<file path="src/rtl/uart_cmd_dispatch.sv">
// rtl/uart_cmd_dispatch.sv - decodes validated 12-byte UART frames into one or two config-bus writes
module uart_cmd_dispatch #(
  parameter int ACK_TIMEOUT = 1024
) (
  input  logic        sys_clk,
  input  logic        sys_rst_n,
  input  logic        recv_done,
  input  logic [7:0]  rev_data0,
  input  logic [7:0]  rev_data1,
  input  logic [7:0]  rev_data2,
  input  logic [7:0]  rev_data3,
  input  logic [7:0]  rev_data4,
  input  logic [7:0]  rev_data5,
  input  logic [7:0]  rev_data6,
  input  logic [7:0]  rev_data7,
  input  logic [7:0]  rev_data8,
  input  logic [7:0]  rev_data9,
  input  logic [7:0]  rev_data10,
  input  logic [7:0]  rev_data11,
  output logic        cfg_wr_req,
  output logic [7:0]  cfg_addr,
  output logic [31:0] cfg_wdata,
  input  logic        cfg_ack,
  output logic        busy,
  output logic        cmd_done,
  output logic        cmd_err,
  output logic [1:0]  err_code,
  output logic [15:0] ok_cnt,
  output logic [7:0]  err_cnt,
  output logic [7:0]  drop_cnt
);

  typedef enum logic [2:0] {IDLE, CHECK, WR0, GAP, WR1, DONE, ERR} state_t;

  localparam int TW = (ACK_TIMEOUT > 1) ? $clog2(ACK_TIMEOUT) : 1;

  state_t        state, state_nx;
  logic [7:0]    rev [12];
  logic [7:0]    b [12];
  logic [7:0]    csum;
  logic [TW-1:0] wait_cnt;
  logic          last_wait;
  logic          code_ld;
  logic [1:0]    code_nx;

  assign rev = '{rev_data0, rev_data1, rev_data2, rev_data3, rev_data4, rev_data5,
                 rev_data6, rev_data7, rev_data8, rev_data9, rev_data10, rev_data11};

  // Reserved byte b10 takes part in the checksum only.
  always_comb begin
    csum = 8'h00;
    for (int i = 0; i < 11; i++) csum = csum ^ b[i];
  end

  assign last_wait  = (wait_cnt == TW'(ACK_TIMEOUT - 1));
  assign cfg_wr_req = (state == WR0) || (state == WR1);
  assign busy       = (state != IDLE);
  assign cmd_done   = (state == DONE);
  assign cmd_err    = (state == ERR);

  always_comb begin
    state_nx = state;
    code_ld  = 1'b0;
    code_nx  = err_code;
    case (state)
      IDLE:  if (recv_done) state_nx = CHECK;
      CHECK: begin
        code_ld = 1'b1;
        if (csum != b[11]) begin
          state_nx = ERR;
          code_nx  = 2'd1;
        end else if (b[0] != 8'h01 && b[0] != 8'h02 && b[0] != 8'h03) begin
          state_nx = ERR;
          code_nx  = 2'd2;
        end else begin
          state_nx = WR0;
          code_nx  = 2'd0;
        end
      end
      WR0: begin
        if (cfg_ack) begin
          state_nx = (b[0] == 8'h01) ? GAP : DONE;
        end else if (last_wait) begin
          state_nx = ERR;
          code_ld  = 1'b1;
          code_nx  = 2'd3;
        end
      end
      GAP:   state_nx = WR1;
      WR1: begin
        if (cfg_ack) begin
          state_nx = DONE;
        end else if (last_wait) begin
          state_nx = ERR;
          code_ld  = 1'b1;
          code_nx  = 2'd3;
        end
      end
      DONE:    state_nx = IDLE;
      ERR:     state_nx = IDLE;
      default: state_nx = IDLE;
    endcase
  end

  always_ff @(posedge sys_clk or posedge sys_rst_n) begin
    if (sys_rst_n) state <= IDLE;
    else           state <= state_nx;
  end

  always_ff @(posedge sys_clk or posedge sys_rst_n) begin
    if (sys_rst_n) begin
      for (int i = 0; i < 12; i++) b[i] <= 8'h00;
      wait_cnt  <= '0;
      cfg_addr  <= 8'h00;
      cfg_wdata <= 32'h0;
      err_code  <= 2'd0;
      ok_cnt    <= 16'h0;
      err_cnt   <= 8'h00;
      drop_cnt  <= 8'h00;
    end else begin
      if (state == IDLE && recv_done) begin
        for (int i = 0; i < 12; i++) b[i] <= rev[i];
      end
      // Counts consecutive request cycles; any low cycle restarts the window.
      if (cfg_wr_req) wait_cnt <= wait_cnt + 1'b1;
      else            wait_cnt <= '0;
      if (state == CHECK && state_nx == WR0) begin
        case (b[0])
          8'h01: begin
            cfg_addr  <= b[1];
            cfg_wdata <= {b[2], b[3], b[4], b[5]};
          end
          8'h02: begin
            cfg_addr  <= 8'hF0;
            cfg_wdata <= {24'h0, b[1]};
          end
          default: begin
            cfg_addr  <= 8'hF0;
            cfg_wdata <= 32'h0;
          end
        endcase
      end else if (state == GAP) begin
        cfg_addr  <= b[1] + 8'd1;
        cfg_wdata <= {b[6], b[7], b[8], b[9]};
      end
      if (code_ld) err_code <= code_nx;
      if (state == DONE) ok_cnt <= ok_cnt + 16'd1;
      if (state == ERR && err_cnt != 8'hFF) err_cnt <= err_cnt + 8'd1;
      if (recv_done && state != IDLE && drop_cnt != 8'hFF) drop_cnt <= drop_cnt + 8'd1;
    end
  end

endmodule

</file>
<file path="config.mk">
export PLATFORM = sky130hd
export DESIGN_NAME = uart_cmd_dispatch
export DESIGN_NICKNAME = d
export VERILOG_FILES = /design/src/rtl/uart_cmd_dispatch.sv
export SDC_FILE = /design/constraint.sdc
export NUM_CORES = 1
export LEC_CHECK = 0
export BUFFER_PORTS_ARGS = -buffer_cell sky130_fd_sc_hd__buf_2
export CAP_MARGIN = 10
export CORE_MARGIN = 5
export CORE_UTILIZATION = 50
export CTS_CLUSTER_DIAMETER = 50
export CTS_CLUSTER_SIZE = 14
export DETAILED_ROUTE_END_ITERATION = 8
export PLACE_DENSITY = 0.77
export SLEW_MARGIN = 10
export SYNTH_ARGS = -nofsm -noshare
export SYNTH_HDL_FRONTEND = slang
export SYNTH_SLANG_ARGS = --single-unit
export TNS_END_PERCENT = 100
</file>
<file path="constraint.sdc">
create_clock -name sys_clk -period 5.9 [get_ports sys_clk]
set_input_delay 1.18 -clock sys_clk [delete_from_list [all_inputs] [get_ports sys_clk]]
set_output_delay 1.18 -clock sys_clk [all_outputs]
set_load 0.01 [all_outputs]
</file>
==> results of run 1 <==
==> cells by family after synthesis <==
| logic type | share of synthesized area |
|---|---|
| compound gates | 0.0735 |
| xor+xnor | 0.133 |
| fa+ha+maj | 0.00732 |
| buf+inv | 0.0211 |
| flops | 0.536 |
| mux | 0.129 |
| simple gates | 0.101 |
==> registers in the layout, indices dropped and copies added (netlist names) <==
name,count
wait_cnt,10
drop_cnt,8
err_cnt,8
err_code,2
cfg_addr,8
b,96
cfg_wdata,32
ok_cnt,16
state,3
==> metrics by stage <==
stage / setup WS, ns / area [sq um] / cells
after CTS: 2.81 / 10200 / 1106
after global placement: 2.77 / 9630 / 1075
after floorplan: 2.37 / 8550 / 701
after detailed placement: 2.73 / 9630 / 1075
final: 2.77 / 10200 / 1107
after global routing: 2.46 / 10200 / 1106
==> layer usage <==
layer | share of wire | up-vias | GRT usage
met3 | 0.068 | 39 | 0.0555
li1 | - | 2794 | -
met2 | 0.49 | 234 | 0.359
met5 | 0.0021 | - | 0
met4 | 0.022 | 8 | 0.0734
met1 | 0.42 | 3040 | 0.289
==> Yosys cell counts, types with 4 or more instances <==
library cell,n
a21o_1,4
nand2_1,54
a21oi_1,11
inv_1,10
nor3_1,8
and3_1,21
dfrtp_1,183
nand4_1,4
o21ai_0,17
buf_6,4
a221o_1,21
xnor3_1,7
xnor2_1,86
and2_1,4
nand3_1,15
xor2_1,23
nor2_1,54
a22oi_1,9
mux2_2,96
a211oi_1,6
clkbuf_1,22
ha_1,5
==> worst max-delay path, delay by kind of cell, from the launching register on <==
family          cells  cell delay [ns]
buf+inv             1             0.52
flops               1             0.42
compound gates      1             0.28
xor+xnor            3             0.88
simple gates        3             0.91
==> path summary, 6_finish.rpt <==
| kind | from | end | cells after the start | slack, ns |
|---|---|---|---|---|
| max reg2reg | b[18]$_DFFE_PP0P_ | cfg_wdata[17]$_DFFE_PP0P_ | 8 | 2.77 |
| min | wait_cnt[0]$_DFF_PP0_ | wait_cnt[0]$_DFF_PP0_ | 1 | 0.46 |
| max in group asynchronous | sys_rst_n | cfg_wdata[22]$_DFFE_PP0P_ | 3 | 4.16 |
| min reg2reg | wait_cnt[0]$_DFF_PP0_ | wait_cnt[0]$_DFF_PP0_ | 1 | 0.46 |
| max | b[18]$_DFFE_PP0P_ | cfg_wdata[17]$_DFFE_PP0P_ | 8 | 2.77 |
| min in group asynchronous | sys_rst_n | err_cnt[3]$_DFFE_PP0P_ | 3 | 1.05 |
==> cell type report <==
cell class | instances | area (sq um)
well taps | 220 | 275
repair buffers | 183 | 943
flip-flops and latches | 183 | 4580
multi-input cells | 479 | 3790
diodes | 1 | 2.50
fillers | 1385 | 6480
inverters | 10 | 41.3
clock buffers | 20 | 457
clock inverters | 11 | 126
==> power by group <==
group          internal [uW]  switching (uW)  total, uW
clock                    644             485       1130
combinational           1730            1450       3180
sequential              1810             549       2350
total                   4180            2490       6660
==> cell usage in the layout (no fill, tap or decap), types with 11 or more instances in the layout <==
| cell type | instances |
|---|---|
| dfrtp_1 | 183 |
| nand3_1 | 15 |
| buf_2 | 177 |
| xor2_1 | 23 |
| clkbuf_16 | 17 |
| mux2_2 | 96 |
| nand2_1 | 54 |
| a21oi_1 | 11 |
| nor2_1 | 53 |
| xnor2_1 | 86 |
| o21ai_0 | 17 |
| and3_1 | 20 |
| a221o_1 | 21 |
==> flow_summary.json, run 1 <==
{
  "status": "finished clean",
  "synthesis.area_sq_um": 8550,
  "syn-num-nets": 806,
  "die_h_um": 141,
  "synthFlopType": "dfrtp_1",
  "ir_worst_vdd_v": 0.000488,
  "dp_hpwl_um": 14900,
  "post_cts_buffers": 0,
  "final_layout_size_suffix_gt1_frac": 0.363,
  "cp_slowest_cell": "nor3_4",
  "start_kind": "register",
  "drtIter0Drc": 371,
  "setup_tns_ns": 0,
  "max_stage_delay_ns": 0.54,
  "worstPathRequired_ns": 6.21,
  "leakagePower_uw": 0.00476,
  "path_cells": "xnor2_1, xnor2_1, xnor3_1, nand4_2, nor3_4, buf_4, nor2_1, a221o_1",
  "hold_class": "register to register",
  "initial_core_util": 0.512,
  "clock-sinks": 183,
  "tritoncts": "built",
  "cpMostUsedCell": "xnor2_1",
  "ios": 178,
  "ys_types": 44,
  "setup_viol": 0,
  "fin_crit_sh": 0.531,
  "synth-edff-count": 0,
  "utilization": 0.612,
  "finalClockSkew_ns": 0.00711,
  "core_sq_um": 16700,
  "track_usage": 0.220,
  "end_kind": "register",
  "async_flop_share": 1.00,
  "overflow": 0,
  "fp.dieW_um": 141,
  "synthTopCellsByArea": "dfrtp_1, mux2_2, xnor2_1",
  "cts_hold_buf": 0,
  "cts.htree.levels": 4,
  "numCtsBuffers": 17,
  "io_buffers": 177,
  "num_vias": 6115,
  "synth_area_leader_cell": "dfrtp_1",
  "max_freq_mhz": 319,
  "grt_pass1_wl_um": 34300,
  "ys_seq_area_frac": 0.536,
  "cp_max_fo": 42,
  "drc_errors": 0,
  "synthCells": 701,
  "wl_per_cell_um": 19.2,
  "grt_pass1_vias": 6374,
  "clk_pin_slew_ns": 0.07,
  "place_congestion": 0.830,
  "dieArea_sq_um": 19800,
  "relSlewSlack": 0.240,
  "synth_seq_cells": 183,
  "yosys.area.top_type_share": 0.536,
  "critPathKind": "register to register",
  "grt_antenna_before_repair": 4,
  "syn_area_per_cell_sq_um": 12.2,
  "grt_max_degree": 184,
  "detail_route.first_pass.iterations": 5,
  "vias_per_cell": 5.52,
  "clock_latency_ns": 0.43,
  "worstPathArrival_ns": 3.44,
  "cts_root_buffer": "clkbuf_16",
  "fin_hold_ws_ns": 0.461,
  "ant_nets": 0,
  "p_per_area_nw_per_um2": 652,
  "area_growth_syn_to_layout_pct": 19.6,
  "p_total_uw": 6660,
  "rsz0062_at_grt": "no",
  "nets": 979,
  "maxCapViolCount": 0,
  "wl_um": 21300,
  "worstMarginPinSlew_ns": 1.13,
  "period_needed_ns": 3.13,
  "hold_violations": 0,
  "yosysWarnings": 0,
  "slew_violations": 0,
  "clock_path_buffers": 2,
  "ctsResizeCount": 0,
  "rows": 47
}
(Power assumes the default switching activity.)
==> run 2, diff against run 1 <==
==> constraint.sdc (replaced) <==
create_clock -name sys_clk -period 2.55 [get_ports sys_clk]
set_input_delay 0.51 -clock sys_clk [delete_from_list [all_inputs] [get_ports sys_clk]]
set_output_delay 0.51 -clock sys_clk [all_outputs]
set_load 0.01 [all_outputs]
==> run 2 against run 1 <==
Compared with the run above:
- non-clock buffer count up 23
- core utilization up 1.3 points
- routed wire length down 0.21%
- largest power group unchanged
==> flow_summary.json, run 2 (synthesis gave the netlist of run 1 again) <==
{
  "dp_hpwl_um": 15900,
  "nets": 1002,
  "hold_class": "input port to asynchronous set/reset pin",
  "seqPwrFrac": 0.340,
  "place_congestion": 0.837,
  "core_sq_um": 16700,
  "ios": 178,
  "r2r-start": "b[79]$_DFFE_PP0P_",
  "worstMarginPinSlew_ns": 0.584,
  "rows": 47,
  "num_vias": 6152,
  "p_switching_uw": 5840,
  "initial_core_util": 0.512,
  "clock_latency_ns": 0.43,
  "grt_max_degree": 88,
  "largest_reg_flops": 96,
  "max_stage_delay_ns": 0.48,
  "clock-sinks": 183,
  "path_cells": "xor2_1, xnor2_1, xnor3_1, nand4_4, buf_4, nor4_4, buf_4, nor2_1, o22a_1",
  "grt_antenna_before_repair": 3,
  "fin_crit_sh": 0.944,
  "end_kind": "register",
  "ir_worst_vdd_v": 0.00108,
  "cts.htree.levels": 4,
  "cp_max_fo": 11,
  "antenna_cells": 0,
  "overflow": 0,
  "vias_per_cell": 5.45,
  "reg_top3": "b: 96 flops, cfg_wdata: 32 flops, ok_cnt: 16 flops",
  "final_common_cell": "dfrtp_1",
  "final_cell_mix": "dfrtp_1, buf_2, mux2_2, xnor2_1, nand2_1",
  "leakagePower_uw": 0.00488,
  "crit_start": "b[79]$_DFFE_PP0P_",
  "cp_slowest_cell": "xnor3_1",
  "slew_violations": 0,
  "grt_pass1_vias": 6282,
  "fin_hold_ws_ns": 0.214,
  "clk_pin_slew_ns": 0.07,
  "rsz0062_at_grt": "no",
  "tritoncts": "built",
  "p_clk_frac": 0.160,
  "rrSetupSlack_ns": 0.14,
  "grt_pass1_wl_um": 33700,
  "pwr-share-comb": 0.500,
  "detail_route.first_pass.iterations": 5,
  "io_buffers": 177,
  "setup_viol": 0,
  "switching_share": 0.370,
  "cpMostUsedCell": "buf_4",
  "hold_violations": 0,
  "final_layout_size_suffix_gt1_frac": 0.377,
  "cts_root_buffer": "clkbuf_16",
  "critPathKind": "register to register",
  "wl_per_cell_um": 18.8,
  "wl_um": 21200,
  "internal_power_uw": 9940,
  "start_kind": "register",
  "ant_nets": 0,
  "track_usage": 0.218,
  "drtIter0Drc": 285,
  "maxCapViolCount": 0,
  "dieArea_sq_um": 19800,
  "largest-register": "b",
  "die_h_um": 141,
  "numCtsBuffers": 17,
  "area_growth_syn_to_layout_pct": 22.0,
  "cp_top_family": "XOR/XNOR gates",
  "fp.dieW_um": 141,
  "crit_buf_inv": 2,
  "p_per_area_nw_per_um2": 1510,
  "relSlewSlack": 0.607,
  "clock_path_buffers": 2,
  "finalClockSkew_ns": 0.00952,
  "worstPathRequired_ns": 2.86,
  "setup_tns_ns": 0,
  "period_needed_ns": 2.41,
  "worstPathArrival_ns": 2.72,
  "status": "finished clean",
  "max_freq_mhz": 416,
  "drc_errors": 0
}
run 2: cell types whose count changed in the layout (fill, tap and decap cells not counted), sizes merged:
| cell | previous run | this run |
|---|---|---|
| clkinvlp | 5 | 4 |
| buf | 183 | 206 |
| clkinv | 5 | 3 |
| diode | 1 | 0 |
| clkbuf | 20 | 22 |
run 2: metrics by stage:
stage / total power, uW / cells / setup slack [ns] / utilization / instance area [sq um]
6_report: 15800 / 1128 / 0.144 / 0.624 / 10400
5_1_grt: 16700 / 1128 / 0.0265 / 0.624 / 10400
4_1_cts: 15700 / 1127 / 0.0847 / 0.623 / 10400
3_5_place_dp: 13100 / 1097 / 0.106 / 0.590 / 9850
3_3_place_gp: 12900 / 1097 / 0.150 / 0.590 / 9850
2_1_floorplan: 10900 / 701 / -0.311 / - / 8550
run 2: metal layers:
layer / part of all wire / track usage / vias up
li1: - / - / 2853
met1: 0.42 / 0.289 / 3006
met2: 0.48 / 0.349 / 241
met3: 0.069 / 0.0501 / 46
met4: 0.026 / 0.0831 / 6
met5: 0.0013 / 0 / -
run 2: power by group through the flow:
stage	clock, uW	sequential, uW	combinational [uW]
after floorplan	0	5300	5560
after global placement	0	5360	7570
after detailed placement	0	5400	7740
after CTS	2570	5370	7760
after global routing	2690	5530	8480
final	2520	5370	7890
run 2: area by class of cell:
type | instances | area (sq um)
sequential | 183 | 4580
inverter | 10 | 41.3
clock buffer | 22 | 454
multi-input combinational | 479 | 3810
clock inverter | 8 | 101
tap | 220 | 275
timing repair buffer | 206 | 1170
fill | 1327 | 6270
run 2: worst register-to-register path: cells and delay by family, from the launching register on:
kind	cells	cell delay (ns)
compound gates	1	0.17
buf+inv	2	0.44
flops	1	0.41
simple gates	3	0.50
xor+xnor	3	0.79
run 2: final timing paths:
path / end / depth (start not counted)
setup reg to reg: cfg_addr[7]$_DFFE_PP0P_ / 9
setup / recovery: cfg_addr[7]$_DFFE_PP0P_ / 9
hold / removal: wait_cnt[6]$_DFF_PP0_ / 3
min in group sys_clk: b[30]$_DFFE_PP0P_ / 2
hold reg to reg: ok_cnt[15]$_DFFE_PP0P_ / 1
max in group asynchronous: b[19]$_DFFE_PP0P_ / 3
run 2: repair_timing:
| item | 4_1_cts | 5_1_grt |
|---|---|---|
| resized for setup | 0 | 2 |
| buffers inserted | 0 | 1 |
| setup endpoints to repair | 0 | 10 |
| hold buffers | 0 | 0 |
